[src/rtl/cpu_exec_sequencer.sv]
// Multi-cycle execution sequencer for the bbtron CPU datapath.
// Walks each instruction through FETCH/DECODE/EXEC/MEM/WB so that the
// synchronous instruction and data RAMs get their full read latency. It
// gates the state-element strobes, waits on the enter button for IN,
// parks on HLT and supports single-step operation.
module cpu_exec_sequencer #(
  parameter int MEM_LAT = 1,   // RAM read latency in cycles, 1..15
  parameter int CNT_W   = 16   // retired-instruction counter width
) (
  input  logic             clock,
  input  logic             n_reset,
  input  logic             start,
  input  logic             step_mode,
  input  logic             enter_pulse,
  input  logic             cu_writeReg,
  input  logic             cu_writeEnable,
  input  logic             cu_readEnable,
  input  logic             cu_inSignal,
  input  logic             cu_hlt,
  input  logic             cu_showDisplay,
  output logic             ir_load,
  output logic             pc_en,
  output logic             reg_we,
  output logic             mem_we,
  output logic             mem_re,
  output logic             disp_load,
  output logic             waiting_input,
  output logic             halted,
  output logic [2:0]       state,
  output logic [CNT_W-1:0] retired
);

  typedef enum logic [2:0] {
    S_IDLE    = 3'd0,
    S_FETCH   = 3'd1,
    S_DECODE  = 3'd2,
    S_EXEC    = 3'd3,
    S_MEM     = 3'd4,
    S_WB      = 3'd5,
    S_WAIT_IN = 3'd6,
    S_HALT    = 3'd7
  } state_t;

  // Index of the final cycle of a FETCH or MEM phase.
  localparam logic [3:0] LAST_CYC = 4'(MEM_LAT - 1);

  state_t           state_q, state_d;
  logic [3:0]       wait_cnt_q, wait_cnt_d;
  logic [CNT_W-1:0] retired_q, retired_d;
  logic             wait_last;

  assign wait_last = (wait_cnt_q == LAST_CYC);

  // State, latency counter and retired counter registers.
  always_ff @(posedge clock or negedge n_reset) begin
    if (!n_reset) begin
      state_q    <= S_IDLE;
      wait_cnt_q <= '0;
      retired_q  <= '0;
    end else begin
      state_q    <= state_d;
      wait_cnt_q <= wait_cnt_d;
      retired_q  <= retired_d;
    end
  end

  // Next-state selection and strobe decode. The counter falls back to zero
  // whenever it is not advancing, so every FETCH and MEM entry starts at 0.
  always_comb begin
    state_d       = state_q;
    wait_cnt_d    = '0;
    retired_d     = retired_q;
    ir_load       = 1'b0;
    pc_en         = 1'b0;
    reg_we        = 1'b0;
    mem_we        = 1'b0;
    mem_re        = 1'b0;
    disp_load     = 1'b0;
    waiting_input = 1'b0;
    halted        = 1'b0;
    case (state_q)
      S_IDLE: begin
        if (start || enter_pulse) state_d = S_FETCH;
      end
      S_FETCH: begin
        if (wait_last) begin
          ir_load = 1'b1;
          state_d = S_DECODE;
        end else begin
          wait_cnt_d = wait_cnt_q + 4'd1;
        end
      end
      S_DECODE: begin
        if (cu_hlt)           state_d = S_HALT;
        else if (cu_inSignal) state_d = S_WAIT_IN;
        else                  state_d = S_EXEC;
      end
      S_WAIT_IN: begin
        waiting_input = 1'b1;
        if (enter_pulse) state_d = S_EXEC;
      end
      S_EXEC: begin
        if (cu_readEnable || cu_writeEnable) state_d = S_MEM;
        else                                 state_d = S_WB;
      end
      S_MEM: begin
        // Read enable is held for the whole access; the write fires once.
        mem_re = cu_readEnable;
        mem_we = cu_writeEnable && (wait_cnt_q == 4'd0);
        if (wait_last) state_d = S_WB;
        else           wait_cnt_d = wait_cnt_q + 4'd1;
      end
      S_WB: begin
        reg_we    = cu_writeReg;
        pc_en     = 1'b1;
        disp_load = cu_showDisplay;
        retired_d = retired_q + 1'b1;
        state_d   = step_mode ? S_IDLE : S_FETCH;
      end
      S_HALT: begin
        halted = 1'b1;
        if (start) state_d = S_FETCH;
      end
      default: state_d = S_IDLE;
    endcase
  end

  assign state   = state_q;
  assign retired = retired_q;

endmodule

[config.mk]
export PLATFORM = sky130hd
export DESIGN_NAME = cpu_exec_sequencer
export DESIGN_NICKNAME = d
export VERILOG_FILES = /design/src/rtl/cpu_exec_sequencer.sv
export SDC_FILE = /design/constraint.sdc
export NUM_CORES = 1
export LEC_CHECK = 0
export BUFFER_PORTS_ARGS = -buffer_cell sky130_fd_sc_hd__buf_4
export CORE_MARGIN = 3
export CORE_UTILIZATION = 40
export DETAILED_ROUTE_END_ITERATION = 12
export HOLD_SLACK_MARGIN = 0.06
export PLACE_DENSITY = 0.72
export SYNTH_ARGS = -nofsm -noshare
export SYNTH_HDL_FRONTEND = slang
export SYNTH_SLANG_ARGS = --single-unit
[constraint.sdc]
create_clock -name clock -period 2.4 [get_ports clock]
set_clock_uncertainty 0.2 [all_clocks]
set_input_delay 0.6 -clock clock [delete_from_list [all_inputs] [get_ports clock]]
set_output_delay 0.6 -clock clock [all_outputs]
set_load 0.02 [all_outputs]
==> results of run 1 <==
## state kept, by name, summed over array words and instances (netlist names)
register	flops
wait_cnt_q	4
state	3
retired	16
## final cells by class
type,instances,area (um^2)
Multi-Input combinational cell,83,609.3
Clock inverter,1,5.005
Tap cell,31,38.79
Sequential cell,23,576.8
Fill cell,247,1229
Inverter,5,18.77
Timing Repair Buffer,43,329.1
Clock buffer,3,22.52
## layer usage
| layer | wire length, um | up-vias | share of wire |
|---|---|---|---|
| met5 | 0 | - | 0 |
| met4 | 0 | 0 | 0 |
| met3 | 168 | 0 | 0.068 |
| met2 | 1260 | 33 | 0.51 |
| met1 | 1051 | 480 | 0.42 |
| li1 | - | 486 | - |
## worst max-delay path by stage
stage | start | to | cells after the start
floorplan | wait_cnt_q[0]$_DFF_PN0_ | ir_load | 4
global placement | wait_cnt_q[0]$_DFF_PN0_ | ir_load | 5
detailed placement | wait_cnt_q[0]$_DFF_PN0_ | ir_load | 5
CTS | wait_cnt_q[0]$_DFF_PN0_ | ir_load | 5
global route | wait_cnt_q[1]$_DFF_PN0_ | ir_load | 5
finish | wait_cnt_q[1]$_DFF_PN0_ | ir_load | 5
## per-stage QoR
stage / total power [W] / hold WS (ns) / instances / TNS (ns)
after floorplan: 0.0009613 / 0.1044 / 117 / 0
after global placement: 0.001196 / 0.2647 / 181 / 0
after detailed placement: 0.001210 / 0.2689 / 181 / 0
after CTS: 0.001417 / 0.2909 / 188 / -0.08864
after global routing: 0.001493 / 0.3194 / 189 / -0.07511
final: 0.001407 / 0.2860 / 189 / -0.004469
## synthesized netlist by cell type, types with 2 or more instances
cell type / instances
and3b_1: 3
xor2_1: 4
dfrtp_1: 23
nand3_1: 6
ha_1: 3
nand2_1: 6
o21ai_0: 5
buf_2: 3
buf_6: 2
nand4_1: 3
nor2_1: 7
xnor2_1: 14
inv_1: 5
nor3_1: 4
and3_1: 5
and2_1: 5
and4_1: 2
## what timing repair did
action                                  CTS  global route
hold buffers                              1             0
gates resized for setup                   4             7
endpoints found under the setup margin    1             4
hold endpoints to repair                 23             0
pin swaps                                 1             2
setup buffers                             2             1
## kinds of logic (layout without fill, tap and decap cells)
logic type | count (synthesis) | in the layout | share of synthesized area
XOR/XNOR | 18 | 18 | 0.1300
AO/OA/AOI/OAI | 10 | 10 | 0.05057
flip-flops | 23 | 23 | 0.4747
adder cells (fa/ha/maj) | 3 | 3 | 0.03096
AND/OR/NAND/NOR | 51 | 51 | 0.2549
multiplexers | 1 | 1 | 0.009287
buffers and inverters | 11 | 52 | 0.04953
## power by group through the flow
stage               logic, W  registers, W  clock network, W
finish              0.000653      0.000573          0.000180
global route        0.000703      0.000589          0.000201
CTS                 0.000656      0.000572          0.000189
detailed placement  0.000630      0.000580                 0
global placement    0.000620      0.000575                 0
floorplan           0.000347      0.000614                 0
## critical path, stage by stage, from the launching register on
cell and delay [ns]:
dfrtp_1 0.42, inv_2 0.07, ha_4 0.12, or3b_4 0.39
nor3_4 0.15, buf_6 0.14
==> results.ini, run 1 <==
[synthesis]
netlist_instances=117
synthesis.area_um2=1212
synthTopCellsByArea=dfrtp_1 (47%), xnor2_1 (10%), ha_1 (3.1%), xor2_1 (2.9%), and2_1 (2.6%)
yosysWarnings=0
synth_area_per_cell_um2=10.36
synth_top_cell_area_share=0.4747
synth-seq-area-share=0.4747
syn-num-nets=131
synth_ff_type=dfrtp_1
synthArstFlopShare=1.000
synth.ff_latch_count=23
yosys.area.top_type=dfrtp_1
synth_cell_type_count=34
synth-edff-count=0

[grt]
grtUsageTotal=0.1425
busiest_layer=met2
use_met3=0.04612
use_met2=0.2568
grt_start_max_net_pins=24
antenna_found_initial=0
grt_pass1_vias=949
overflow=0
grt_pass1_wl_um=4091
grtUsageMet1=0.1735

[layout]
post-route-util=0.5657
drive_gt1_frac=0.3734
nNetsFinal=173
antenna_cells=0
final_common_cell=buf_4
most-common-layout-cells=buf_4 (41), dfrtp_1 (22), xnor2_1 (14), nor2_1 (7)
syn2layout_area_growth_pct=31.99
fin_area_um2=1600

[place]
hpwl_um=1842
dp_slack_ns=0.1024
gp_congestion=0.7410
dpl_cell_area_um2=1503
portBuffers=37

[routing]
drt-pass1-iter-count=2
antenna_left=0
wl_per_cell_um=13.12
vias=999
drt_iter0_markers=40
vias_per_cell=5.286
drc=0
routed_wl_um=2480

[pwr]
power.share.clock=0.128
intPower_w=0.0008214
ir_drop_uv=530.7
seq_power_share=0.407
pwr_density_cell_nw_per_um2=879.1
share_comb_of_total_power=0.464
p_switching_w=0.0005854
leakagePower_nw=0.8058
sw_frac_of_total=0.4162

[floorplanning]
core-area_um2=2829
die_w_um=61.06
io_pins=38
row_count=19
start_util=0.4286
die-height_um=61.06
die_area_um2=3728

[sta]
min_period_ns=2.404
rsz0062_at_grt=true
maxSlewViolCount=0
relSlewSlack=0.7789
setup_slack_ns=-0.004469
fmax_ghz=0.4159
setup_viol=1
tightest_slew_ns=0.3313
timing.final.crit_share=1.002
final-hold-violation-count=0

[clock_network]
numCtsBuffers=3
cts_tree=yes
cts_buffer_depth=2
clk_pin_slew_ns=0.13
root_buffer=clkbuf_4
insertion_delay_ns=0.31
clkSinkCount=23
htree_levels=1

[setup_path]
required_ns=1.60
worstPathArrival_ns=1.60
crit_path_start_kind=register
r2r_setup_slack_ns=0.66
reg2reg_from=state[1]$_DFFE_PN0P_
worst_r2r_endpoint=retired[5]$_DFFE_PN0N_
cp-end-kind=output port
crit_fanout=2
rr_worst_depth=4
path_class=reg2out

[hold_path]
min_from=retired[15]$_DFFE_PN0N_
min_to=retired[15]$_DFFE_PN0N_
whs_path_depth=1
hold_class=reg2reg

[run]
drv_cap=0

[run_status]
failed_checks=setup timing
outcome=complete, but fails checks

Note: power is estimated with default switching activity, not from simulation.
==> run 2, diff against run 1 <==
==> config.mk (replaced) <==
export PLATFORM = sky130hd
export DESIGN_NAME = cpu_exec_sequencer
export DESIGN_NICKNAME = d
export VERILOG_FILES = /design/src/rtl/cpu_exec_sequencer.sv
export SDC_FILE = /design/constraint.sdc
export NUM_CORES = 1
export LEC_CHECK = 0
export CORE_MARGIN = 3
export CORE_UTILIZATION = 40
export DETAILED_ROUTE_END_ITERATION = 12
export DONT_BUFFER_PORTS = 1
export HOLD_SLACK_MARGIN = 0.06
export PLACE_DENSITY = 0.61
export SYNTH_ARGS = -nofsm -noshare
export SYNTH_HDL_FRONTEND = slang
export SYNTH_SLANG_ARGS = --single-unit
==> run 2 against run 1 <==
  * The run now ends clean
  * Critical path depth unchanged
  * Final cell count down 19%
  * Die area unchanged
  * First-iteration DRC count up 35%
  * Sequential power up 6.1%
  * Design area down 18%
  * Flip-flop and latch count unchanged
  * Sequential share of layout area up 7.8 points
  * Via count down 14%
  * Critical path type unchanged
  * Non-clock buffer count down 35
  * Highest routed layer unchanged
==> results.ini, run 2 (same netlist as run 1, synthesis figures left out) <==
[run_status]
outcome=finished, final reports clean

[setup_path]
cp-end-kind=output port
worstPathArrival_ns=1.56
path_class=reg2out
crit_fanout=2
crit_path_start_kind=register
rr_worst_depth=5
r2r_setup_slack_ns=0.52
required_ns=1.60

[layout]
fin_area_um2=1314
syn2layout_area_growth_pct=8.359
drive_gt1_frac=0.1626
nNetsFinal=138
fin_cells=154
final_common_cell=dfrtp_1
nFillCells=290
largest_register_ff_count=16
most-common-layout-cells=dfrtp_1 (23), xnor2_1 (14), nor2_1 (7), buf_4 (7)
antenna_cells=0

[sta]
fmax_ghz=0.4234
setup_viol=0
rsz0062_at_grt=true
tightest_slew_ns=1.035
min_period_ns=2.362
setup_slack_ns=0.03842
final-hold-violation-count=0
maxSlewViolCount=0
timing.final.crit_share=0.9840
fin_setup_tns_ns=0
holdWs_ns=0.3449
relSlewSlack=0.3076

[routing]
wl_per_cell_um=14.62
vias=861
antenna_left=0
drc=0
drt_iter0_markers=54
drt-pass1-iter-count=4
routed_wl_um=2252
vias_per_cell=5.591

[floorplanning]
core-area_um2=2829
die_area_um2=3728
io_pins=38
row_count=19
start_util=0.4286
die-height_um=61.06
die_w_um=61.06

[grt]
overflow=0
grt_pass1_wl_um=3705
grt_start_max_net_pins=24
grtUsageTotal=0.1345
grt_pass1_vias=868
antenna_found_initial=0

[clock_network]
numCtsBuffers=3
clkSinkCount=23
root_buffer=clkbuf_4
cts_buffer_depth=2
cts_tree=yes
clk_pin_slew_ns=0.12
htree_levels=1
insertion_delay_ns=0.30

[pwr]
pwr_density_cell_nw_per_um2=946.9
intPower_w=0.0007029
leakagePower_nw=0.6212
p_switching_w=0.0005411
sw_frac_of_total=0.4350
power.share.clock=0.137
share_comb_of_total_power=0.374
seq_power_share=0.489
ir_drop_uv=469.1

[place]
hpwl_um=1688
dpl_cell_area_um2=1247
dp_cells=147
portBuffers=0
gp_congestion=0.7540
dp_slack_ns=0.2329

[hold_path]
hold_class=reg2reg
whs_path_depth=2

[run]
drv_cap=0

-- run 2: cell types whose count changed in the layout (fill, tap and decap cells not counted), sizes merged --
cell	delta
buf	-35
-- run 2: layout make-up --
| cell class | count | area, um^2 | share of cell area |
|---|---|---|---|
| Multi-Input combinational cell | 83 | 590.6 | 0.4495 |
| Sequential cell | 23 | 575.6 | 0.4381 |
| Timing Repair Buffer | 8 | 62.56 | 0.04762 |
| Clock buffer | 3 | 22.52 | 0.01714 |
| Clock inverter | 1 | 5.005 | 0.003810 |
| Tap cell | 31 | 38.79 | 0.02952 |
| Inverter | 5 | 18.77 | 0.01429 |
-- run 2: worst paths after layout --
| kind | startpoint | end |
|---|---|---|
| worst max-delay path | wait_cnt_q[0]$_DFF_PN0_ | ir_load |
| worst min-delay path | wait_cnt_q[0]$_DFF_PN0_ | wait_cnt_q[0]$_DFF_PN0_ |
| worst max register to register | state[0]$_DFFE_PN0P_ | retired[6]$_DFFE_PN0N_ |
| worst min register to register | wait_cnt_q[0]$_DFF_PN0_ | wait_cnt_q[0]$_DFF_PN0_ |
| max in group asynchronous | n_reset | retired[0]$_DFFE_PN0N_ |
| min in group asynchronous | n_reset | wait_cnt_q[3]$_DFF_PN0_ |
-- run 2: worst max-delay path, cell delays in order (launching register included) --
cell,delay [ns]
dfrtp_1,0.40
inv_1,0.06
ha_1,0.15
or3b_4,0.38
nor3_2,0.10
buf_4,0.17
-- run 2: timing repair --
action                                  in CTS  in global routing
resized for setup                            2                  2
endpoints found under the hold margin       23                  0
endpoints found under the setup margin       1                  2
buffers inserted                             2                  0
hold buffers                                 1                  0
cloned                                       0                  0
-- run 2: power by group through the flow --
stage | Combinational [W] | Clock, W | Sequential [W]
floorplan | 0.000347 | 0 | 0.000614
global placement | 0.000448 | 0 | 0.000615
detailed placement | 0.000453 | 0 | 0.000617
CTS | 0.000469 | 0.000183 | 0.000610
global route | 0.000516 | 0.000206 | 0.000626
finish | 0.000466 | 0.000170 | 0.000608
-- run 2: metal layers --
layer | GRT usage | wire [um] | up-vias
li1 | - | - | 413
met1 | 0.1593 | 986 | 419
met2 | 0.2266 | 1134 | 29
met3 | 0.03354 | 131 | 0
met4 | 0.06502 | 0 | 0
met5 | 0 | 0 | -
-- run 2: through the flow --
stage          power [W]  utilization
2_1_floorplan  0.0009613            -
3_3_place_gp    0.001063       0.4410
3_5_place_dp    0.001071       0.4410
4_1_cts         0.001262       0.4622
5_1_grt         0.001348       0.4644
6_report        0.001244       0.4644
